===== src/rtl/b_dly_pkg.sv =====
// Shared definitions for the delay-line lock controller: code width,
// reset code, FSM state and update-direction encodings.
package b_dly_pkg;

    localparam int                CODE_W   = 9;
    localparam logic [CODE_W-1:0] CODE_RST = 9'd256;
    localparam logic [CODE_W-1:0] CODE_MAX = 9'd511;

    // Vote filter width: holds -15..+15, enough for any threshold up to 15.
    localparam int FILT_W = 5;

    typedef enum logic [1:0] {
        ST_IDLE  = 2'd0,
        ST_ACQ   = 2'd1,
        ST_TRACK = 2'd2
    } state_t;

    typedef enum logic [1:0] {
        DIR_NONE = 2'd0,
        DIR_UP   = 2'd1,
        DIR_DN   = 2'd2
    } dir_t;

    // A reversal needs a previous update to compare against.
    function automatic logic is_reversal(input dir_t last, input dir_t now);
        return (last != DIR_NONE) && (last != now);
    endfunction

endpackage


===== src/rtl/b_dly_vote_filt.sv =====
// Signed phase-detector vote filter. Emits a one-cycle inc/dec pulse on the
// edge where the running sum would reach +/-P_TH and restarts from zero.
module b_dly_vote_filt
    import b_dly_pkg::*;
#(
    parameter int P_TH = 4
) (
    input  logic i_clk,
    input  logic i_rstn,
    input  logic i_up,
    input  logic i_dn,
    input  logic i_clr,
    output logic o_inc,
    output logic o_dec
);

    localparam logic signed [FILT_W-1:0] TH_POS = P_TH[FILT_W-1:0];
    localparam logic signed [FILT_W-1:0] TH_NEG = -TH_POS;

    logic signed [FILT_W-1:0] filt_q, filt_d, vote, sum;

    // Net vote: simultaneous up and dn cancel out.
    always_comb begin
        vote = '0;
        case ({i_up, i_dn})
            2'b10:   vote = 5'sd1;
            2'b01:   vote = -5'sd1;
            default: vote = '0;
        endcase
    end

    assign sum   = filt_q + vote;
    assign o_inc = ~i_clr & (sum == TH_POS);
    assign o_dec = ~i_clr & (sum == TH_NEG);

    // Next filter value: cleared on request or whenever an update fires.
    always_comb begin
        filt_d = sum;
        if (i_clr || o_inc || o_dec) begin
            filt_d = '0;
        end
    end

    // Filter register with synchronous active-low reset.
    always_ff @(posedge i_clk) begin
        if (!i_rstn) begin
            filt_q <= '0;
        end else begin
            filt_q <= filt_d;
        end
    end

endmodule


===== src/rtl/b_dly_lock_ctrl.sv =====
// Delay-line lock controller: filters phase-detector votes into code updates,
// coarse steps during acquisition, unit steps while tracking, and declares
// lock after enough consecutive direction reversals.
// Optional feature macro: DLY_LOCK_CTRL_OVRD_EN adds a direct code override.
//
// state    | meaning
// ---------+-----------------------------------------------------------
// ST_IDLE  | loop disabled; code held, filter/count/lock/sat cleared
// ST_ACQ   | acquisition; updates move the code by P_ACQ_STEP
// ST_TRACK | tracking; updates move the code by 1, reversals counted
module b_dly_lock_ctrl
    import b_dly_pkg::*;
#(
    parameter int P_FILT_TH  = 4,
    parameter int P_ACQ_STEP = 8,
    parameter int P_LOCK_REV = 4
) (
    input  logic              i_clk,
    input  logic              i_rstn,
    input  logic              i_en,
    input  logic              i_load,
    input  logic [CODE_W-1:0] i_init_code,
    input  logic              i_pd_up,
    input  logic              i_pd_dn,
`ifdef DLY_LOCK_CTRL_OVRD_EN
    input  logic              i_ovrd_en,
    input  logic [CODE_W-1:0] i_ovrd_code,
`endif
    output logic [CODE_W-1:0] o_dly_sel,
    output logic              o_lock,
    output logic              o_sat_hi,
    output logic              o_sat_lo
);

    localparam logic [CODE_W-1:0] STEP_ACQ = P_ACQ_STEP[CODE_W-1:0];
    localparam logic [CODE_W-1:0] STEP_ONE = {{(CODE_W-1){1'b0}}, 1'b1};
    localparam logic [3:0]        LOCK_REV = P_LOCK_REV[3:0];

    state_t            state_q, state_d;
    dir_t              dir_q, dir_d, new_dir;
    logic [CODE_W-1:0] code_q, code_d, step;
    logic [CODE_W:0]   code_up;
    logic [3:0]        cnt_q, cnt_d;
    logic              lock_q, lock_d;
    logic              sat_hi_q, sat_hi_d, sat_lo_q, sat_lo_d;
    logic              filt_clr, filt_inc, filt_dec;
    logic              ovrd_en;
    logic [CODE_W-1:0] ovrd_code;

`ifdef DLY_LOCK_CTRL_OVRD_EN
    assign ovrd_en   = i_ovrd_en;
    assign ovrd_code = i_ovrd_code;
`else
    assign ovrd_en   = 1'b0;
    assign ovrd_code = CODE_RST;
`endif

    // Votes only accumulate while the loop is actively running.
    assign filt_clr = ovrd_en | i_load | ~i_en | (state_q == ST_IDLE);

    b_dly_vote_filt #(
        .P_TH (P_FILT_TH)
    ) u_vote_filt (
        .i_clk  (i_clk),
        .i_rstn (i_rstn),
        .i_up   (i_pd_up),
        .i_dn   (i_pd_dn),
        .i_clr  (filt_clr),
        .o_inc  (filt_inc),
        .o_dec  (filt_dec)
    );

    assign step    = (state_q == ST_ACQ) ? STEP_ACQ : STEP_ONE;
    assign code_up = {1'b0, code_q} + {1'b0, step};

    // Next state, code, reversal bookkeeping and one-cycle saturation flags.
    always_comb begin
        state_d  = state_q;
        code_d   = code_q;
        cnt_d    = cnt_q;
        dir_d    = dir_q;
        new_dir  = DIR_NONE;
        sat_hi_d = 1'b0;
        sat_lo_d = 1'b0;

        if (ovrd_en) begin
            state_d = ST_IDLE;
            code_d  = ovrd_code;
            cnt_d   = '0;
            dir_d   = DIR_NONE;
        end else if (i_load) begin
            state_d = i_en ? ST_ACQ : ST_IDLE;
            code_d  = i_init_code;
            cnt_d   = '0;
            dir_d   = DIR_NONE;
        end else if (!i_en) begin
            state_d = ST_IDLE;
            cnt_d   = '0;
            dir_d   = DIR_NONE;
        end else begin
            case (state_q)
                ST_IDLE: begin
                    state_d = ST_ACQ;
                    cnt_d   = '0;
                    dir_d   = DIR_NONE;
                end
                ST_ACQ, ST_TRACK: begin
                    if (filt_inc || filt_dec) begin
                        if (filt_inc) begin
                            new_dir = DIR_UP;
                            if (code_up > {1'b0, CODE_MAX}) begin
                                code_d   = CODE_MAX;
                                sat_hi_d = 1'b1;
                            end else begin
                                code_d = code_up[CODE_W-1:0];
                            end
                        end else begin
                            new_dir = DIR_DN;
                            if (code_q < step) begin
                                code_d   = '0;
                                sat_lo_d = 1'b1;
                            end else begin
                                code_d = code_q - step;
                            end
                        end
                        if (state_q == ST_ACQ) begin
                            if (is_reversal(dir_q, new_dir)) begin
                                state_d = ST_TRACK;
                            end
                        end else if (is_reversal(dir_q, new_dir)) begin
                            cnt_d = (cnt_q == 4'd15) ? cnt_q : cnt_q + 4'd1;
                        end else begin
                            cnt_d = '0;
                        end
                        dir_d = new_dir;
                    end
                end
                default: begin
                    state_d = ST_IDLE;
                    cnt_d   = '0;
                    dir_d   = DIR_NONE;
                end
            endcase
        end

        lock_d = (cnt_d >= LOCK_REV);
    end

    // Controller registers with synchronous active-low reset.
    always_ff @(posedge i_clk) begin
        if (!i_rstn) begin
            state_q  <= ST_IDLE;
            code_q   <= CODE_RST;
            cnt_q    <= '0;
            dir_q    <= DIR_NONE;
            lock_q   <= 1'b0;
            sat_hi_q <= 1'b0;
            sat_lo_q <= 1'b0;
        end else begin
            state_q  <= state_d;
            code_q   <= code_d;
            cnt_q    <= cnt_d;
            dir_q    <= dir_d;
            lock_q   <= lock_d;
            sat_hi_q <= sat_hi_d;
            sat_lo_q <= sat_lo_d;
        end
    end

    assign o_dly_sel = code_q;
    assign o_lock    = lock_q;
    assign o_sat_hi  = sat_hi_q;
    assign o_sat_lo  = sat_lo_q;

endmodule


===== config.mk =====
export PLATFORM = sky130hd
export DESIGN_NAME = b_dly_lock_ctrl
export DESIGN_NICKNAME = d
export VERILOG_FILES = /design/src/rtl/b_dly_pkg.sv /design/src/rtl/b_dly_vote_filt.sv /design/src/rtl/b_dly_lock_ctrl.sv
export SDC_FILE = /design/constraint.sdc
export NUM_CORES = 1
export LEC_CHECK = 0
export BUFFER_PORTS_ARGS = -buffer_cell sky130_fd_sc_hd__buf_2
export CAP_MARGIN = 10
export CELL_PAD_IN_SITES_DETAIL_PLACEMENT = 0
export CELL_PAD_IN_SITES_GLOBAL_PLACEMENT = 2
export CORE_UTILIZATION = 36
export DETAILED_ROUTE_END_ITERATION = 7
export MAX_ROUTING_LAYER = met4
export PLACE_DENSITY = 0.91
export SYNTH_ARGS = -nofsm -noshare
export SYNTH_HDL_FRONTEND = slang
export SYNTH_SLANG_ARGS = --single-unit
export TNS_END_PERCENT = 10

===== constraint.sdc =====
create_clock -name i_clk -period 5.2 [get_ports i_clk]
set_clock_uncertainty 0.05 [all_clocks]
set_input_delay 0.52 -clock i_clk [delete_from_list [all_inputs] [get_ports i_clk]]
set_output_delay 0.52 -clock i_clk [all_outputs]
set_load 0.05 [all_outputs]

==> results of run 1 <==
## worst paths after layout
| kind | end | slack (ps) | cells past startpoint |
|---|---|---|---|
| setup / recovery | cnt_q[0] | 1550 | 13 |
| hold / removal | o_dly_sel[1] | 390 | 3 |
| setup reg to reg | cnt_q[0] | 1870 | 9 |
| hold reg to reg | cnt_q[1] | 440 | 2 |
## cell families after synthesis
logic type,count (synthesis),share of synthesized area (%)
xor+xnor,7,3.18
flops,25,26.0
simple gates,87,24.8
mux,3,1.69
compound gates,80,28.1
fa+ha+maj,15,10.1
buf+inv,30,6.11
## registers in the layout, indices dropped and copies added, names as in the netlist
register            cells
dir_q                   2
o_dly_sel               9
u_vote_filt.filt_q      5
state_q                 2
o_lock                  1
cnt_q                   4
o_sat_lo                1
o_sat_hi                1
## where the power goes
| group | internal (mW) | switching, mW |
|---|---|---|
| combinational | 0.0374 | 0.0643 |
| clock | 0.0545 | 0.0696 |
| sequential | 0.196 | 0.00880 |
## per-stage QoR
stage	instances	total power [mW]	hold slack, ps	utilization, %
after CTS	336	0.436	390	41.7
final	336	0.431	391	41.7
after floorplan	247	0.285	409	-
after global placement	332	0.312	429	40.8
after detailed placement	332	0.310	436	40.8
after global routing	336	0.457	396	41.7
## layout by cell type (no fill, tap or decap), drive strengths merged, types with 3 or more instances in the layout
| cell type | synthesis | routed |
|---|---|---|
| nand3 | 10 | 10 |
| a211oi | 4 | 4 |
| and2 | 4 | 4 |
| nor2 | 15 | 15 |
| clkbuf | 7 | 3 |
| ha | 14 | 14 |
| o21ai | 19 | 19 |
| o211ai | 4 | 4 |
| a31oi | 6 | 6 |
| xor2 | 4 | 4 |
| o31ai | 6 | 6 |
| a211o | 4 | 4 |
| and3 | 5 | 5 |
| xnor2 | 3 | 3 |
| nor3 | 14 | 14 |
| a32o | 3 | 3 |
| a21oi | 14 | 14 |
| a32oi | 4 | 4 |
| nand2b | 4 | 4 |
| buf | 4 | 26 |
| inv | 19 | 19 |
| dfxtp | 25 | 25 |
| nand2 | 21 | 21 |
| nand3b | 4 | 4 |
## metal layers
metal  vias up  track usage, %  routed length (um)
li1        956               -                   -
met1       911            24.7                2310
met2        44            33.9                2460
met3         7            2.81                 213
met4         0            7.41                  70
met5         -               -                   0
## final cells by class
type / instances / area share [%]
clock buffers: 3 / 1.92
clock inverters: 1 / 0.350
inverters: 19 / 3.32
multi-input cells: 192 / 60.9
flip-flops and latches: 25 / 23.3
well taps: 70 / 4.08
repair buffers: 26 / 6.06
## worst min-delay path, cell delays in order
cell     delay [ps]
buf_2            80
nand2_1          40
o31ai_1          50
==> metrics, run 1 <==
fin crit share 70.2%; CTS H-tree depth 1; Hold WC Path Type in2reg; required time worst endpoint 5310 ps; TritonRoute pass-1 iters 6; FF-to-FF Start u_vote_filt.filt_q[0]; Slew @ Worst Pin 945 ps; CP delay by family, top compound AO/OA/AOI/OAI gates; die height 75.1 um; Final nets 297; DRT Wirelength 5.05 mm; Seq/Total Area, Yosys 26.0%; post-synth top area share 26.0%; Hold Crit Start i_init_code[1]; Final setup viols 0; largest net degree at the start of global routing 16; post-CTS resize count 0; CP bufs+invs 3; I/O pin count 27; Die W 75.1 um; post-route DRC violation count 0; Clk Latency, worst-skew pair 280 ps; Layout fillers 580; Synth area leader dfxtp_1; number of global-route vias before repair 1777; total grt overflow 0; CP max-delay cell o211ai_1; clk slew on worst S/H paths 90 ps; placed cell areas 0.00210 mm2; First DRT Iteration DRCs 104; startpoint types input pin; top-count cell post-synth dfxtp_1; initial antenna violation count 0; RD Place Congestion 0.851; Synthesized Nets 277; Peak Freq 0.274 GHz; final setup margin 1550 ps; post-route ant nets 0; Arr. time, crit path 3760 ps; peak supply drop 0.0810 mV; die area 0.00565 mm2; final count of hold timing violations 0; Critical Path Sink Type register; power density cells 201 mW/mm2; vias per cell 5.71; design area 0.00215 mm2; Crit. Startpoint i_pd_up; critical path peak fanout 12; Area contributors post-synth dfxtp_1 26%, ha_1 9.1%, o21ai_0 4.9%; ant diodes 0; outcome finished, final reports clean; All-Layer GR Usage 20.2%; synthesized netlist cell count 247; Core ar. 0.00514 mm2; via total after detailed routing 1918; CTS root buffer clkbuf_8; FF/Latch Area 500 um2; worst path cell trace buf_2 -> inv_1 -> ha_1 -> inv_1 -> ha_1 -> fa_1 -> nand2b_1 -> a21oi_1 -> o211ai_1 -> nand3_1 -> mux2_2 -> a21boi_0 -> o22ai_1; Synth Register Bits 25; Post-synth top flop dfxtp_1; LEAKAGE 0.871 nW; Clock Path Buffers 2; hold-fix buffers at CTS 0; CTS sink count 25; hpwl dp 3.87 mm; Crit Path Category in2reg; Post-synth top cells 25 x dfxtp_1, 20 x nand2_1, 19 x inv_1, 19 x o21ai_0; total number of yosys warnings 0; Final Max Slew Viols 0; number of flops mapped to enable cells by yosys 0; Netlist Area Pre-Place 0.00193 mm2; Max-cap violations 0; Max stage delay on crit path 730 ps; Synth Area per Inst 7.80 um2; synth unique cells 53; combined area of the multi-input logic cells 0.00131 mm2; post-CTS setup buffers 0; post-route minimum period 3650 ps; Port Buffer Count 26; setup TNS 0 ps; Site Rows 26; initial core utilization 37.5%; global-route wire length before repair 8.39 mm; Routed WL per cell 15.0 um; proportion of layout cells with a drive suffix above 1 14.7%; pre-CTS WS 1310 ps; area delta synth->final 11.4%; Worst slew margin 36.6%; CTS buffer count 3; Post-synth ARST share 0%; CTS tree yes; RSZ-0062 raised after global routing false
(Power assumes the default switching activity.)
==> run 2, diff against run 1 <==
--- a/config.mk
+++ b/config.mk
@@ -9,10 +9,10 @@
 export CAP_MARGIN = 10
 export CELL_PAD_IN_SITES_DETAIL_PLACEMENT = 0
 export CELL_PAD_IN_SITES_GLOBAL_PLACEMENT = 2
-export CORE_UTILIZATION = 36
+export CORE_UTILIZATION = 30
 export DETAILED_ROUTE_END_ITERATION = 7
 export MAX_ROUTING_LAYER = met4
-export PLACE_DENSITY = 0.91
+export PLACE_DENSITY = 0.81
 export SYNTH_ARGS = -nofsm -noshare
 export SYNTH_HDL_FRONTEND = slang
 export SYNTH_SLANG_ARGS = --single-unit
==> constraint.sdc (replaced) <==
create_clock -name i_clk -period 3.05 [get_ports i_clk]
set_clock_uncertainty 0.05 [all_clocks]
set_input_delay 0.305 -clock i_clk [delete_from_list [all_inputs] [get_ports i_clk]]
set_output_delay 0.305 -clock i_clk [all_outputs]
set_load 0.05 [all_outputs]
==> run 2 against run 1 <==
  * Sequential cell count unchanged
  * Clock power up 82%
  * Non-clock buffer count up 35
  * Critical endpoint is now o_dly_sel[2]
==> metrics, run 2 (synthesized netlist as in run 1, its figures left out) <==
hold-fix buffers at CTS 0; cells on worst reg2reg path 11; CP Depth 14; post-route minimum period 2900 ps; Crit. Startpoint i_pd_up; Site Rows 28; Clk Latency, worst-skew pair 280 ps; final count of hold timing violations 0; Final setup viols 0; power density cells 316 mW/mm2; initial core utilization 31.8%; Routed WL per cell 15.3 um; CTS sink count 25; outcome finished, final reports clean; die height 82.1 um; Max-cap violations 0; Die W 82.1 um; die area 0.00674 mm2; Core ar. 0.00606 mm2; First DRT Iteration DRCs 118; worst path cell trace buf_2 -> inv_4 -> ha_4 -> inv_2 -> ha_4 -> fa_2 -> nand2b_1 -> a21oi_1 -> o211ai_1 -> buf_4 -> xnor2_2 -> nand2_2 -> or4_1 -> a32o_1; CTS H-tree depth 1; FF-to-FF Start state_q[1]; r2r endpoint o_dly_sel[2]; clk slew on worst S/H paths 110 ps; Critical Path Sink Type register; max reg flops 9; Port Buffer Count 26; Overall Power 0.789 mW; CTS tree yes; FF/Latch Area 500 um2; Crit Path Category in2reg; Slew @ Worst Pin 677 ps; Layout fillers 633; CTS buffer count 3; All-Layer GR Usage 19.3%; combined area of the multi-input logic cells 0.00138 mm2; RSZ-0062 raised after global routing true; initial antenna violation count 0; most frequent cells in the layout 35 x buf_4, 26 x buf_2, 25 x dfxtp_1; fin crit share 95.2%; Hold WC Path Type in2reg; global-route wire length before repair 9.52 mm; startpoint types input pin; Core Util, Final 41.2%; CTS root buffer clkbuf_8; ant diodes 0; post-route ant nets 0; CP delay by family, top adder cells; most common cell after layout, fill and taps aside buf_4; area delta synth->final 29.6%; Worst slew margin 54.5%; crit-path most repeated cell ha_4; CP max-delay cell o211ai_1; Clock Path Buffers 2; post-route DRC violation count 0; placed cell areas 0.00242 mm2; RD Place Congestion 0.902; Peak Freq 0.344 GHz; hpwl dp 4.51 mm; via total after detailed routing 2043; TritonRoute pass-1 iters 4; CP bufs+invs 4; number of global-route vias before repair 1991; Arr. time, crit path 3040 ps; vias per cell 5.43; critical path peak fanout 7; setup TNS 0 ps; Final Max Slew Viols 0; Max stage delay on crit path 480 ps; Setup crit end o_dly_sel[2]; LEAKAGE 1.05 nW; Final nets 332; peak supply drop 0.140 mV; design area 0.00249 mm2; I/O pin count 27; R2R Setup Slk 170 ps; required time worst endpoint 3190 ps; largest net degree at the start of global routing 17; proportion of layout cells with a drive suffix above 1 28.2%; total grt overflow 0; DRT Wirelength 5.77 mm; post-CTS setup buffers 0
[run 2: cell count changes in the layout (fill, tap and decap cells not counted), moves of 2 or more]
cell	previous run	this run
buf_4	0	35
ha_4	0	2
ha_1	14	11
inv_1	19	17
[run 2: final cells by class]
| cell class | instances | area share (%) |
|---|---|---|
| timing repair buffer | 61 | 15.7 |
| multi-input combinational | 192 | 55.5 |
| clock buffer | 3 | 1.65 |
| inverter | 19 | 2.96 |
| tap | 75 | 3.76 |
| clock inverter | 1 | 0.351 |
| sequential | 25 | 20.1 |
[run 2: repair_timing]
action	CTS	global route
endpoints found under the setup margin	0	5
resized for setup	0	7
hold endpoints to repair	0	0
[run 2: power by group]
| part | total, mW | leakage [nW] | internal, mW | switching (mW) |
|---|---|---|---|---|
| combinational | 0.213 | 0.823 | 0.0912 | 0.122 |
| sequential | 0.350 | 0.203 | 0.335 | 0.0158 |
| clock | 0.226 | 0.0261 | 0.0962 | 0.130 |
[run 2: metrics by stage]
step | worst slack [ps] | hold slack (ps) | std cells
6_report | 146 | 159 | 376
5_1_grt | -27.0 | 176 | 376
4_1_cts | 50.8 | 165 | 376
3_5_place_dp | -242 | 438 | 372
3_3_place_gp | -181 | 427 | 372
2_1_floorplan | 7.52 | 328 | 247
[run 2: routing by layer]
metal	wire length, um	vias up	GRT usage (%)
met5	0	-	-
met4	122	0	5.44
met3	272	15	2.97
met2	2720	57	32.9
met1	2660	946	23.5
li1	-	1025	-
[run 2: how the worst min path moves through the flow]
stage / startpoint / to / slack, ps / depth (start not counted)
6_report: i_init_code[1] / o_dly_sel[1] / 160 / 3
5_1_grt: i_init_code[6] / o_dly_sel[6] / 180 / 3
4_1_cts: i_init_code[1] / o_dly_sel[1] / 170 / 3
3_5_place_dp: cnt_q[1] / cnt_q[1] / 440 / 2
3_3_place_gp: cnt_q[1] / cnt_q[1] / 430 / 2
2_1_floorplan: i_rstn / o_dly_sel[8] / 330 / 1
[run 2: tightest hold or removal path: stages]
cell and delay (ps):
buf_2 70, nand2_1 40, o31ai_1 50
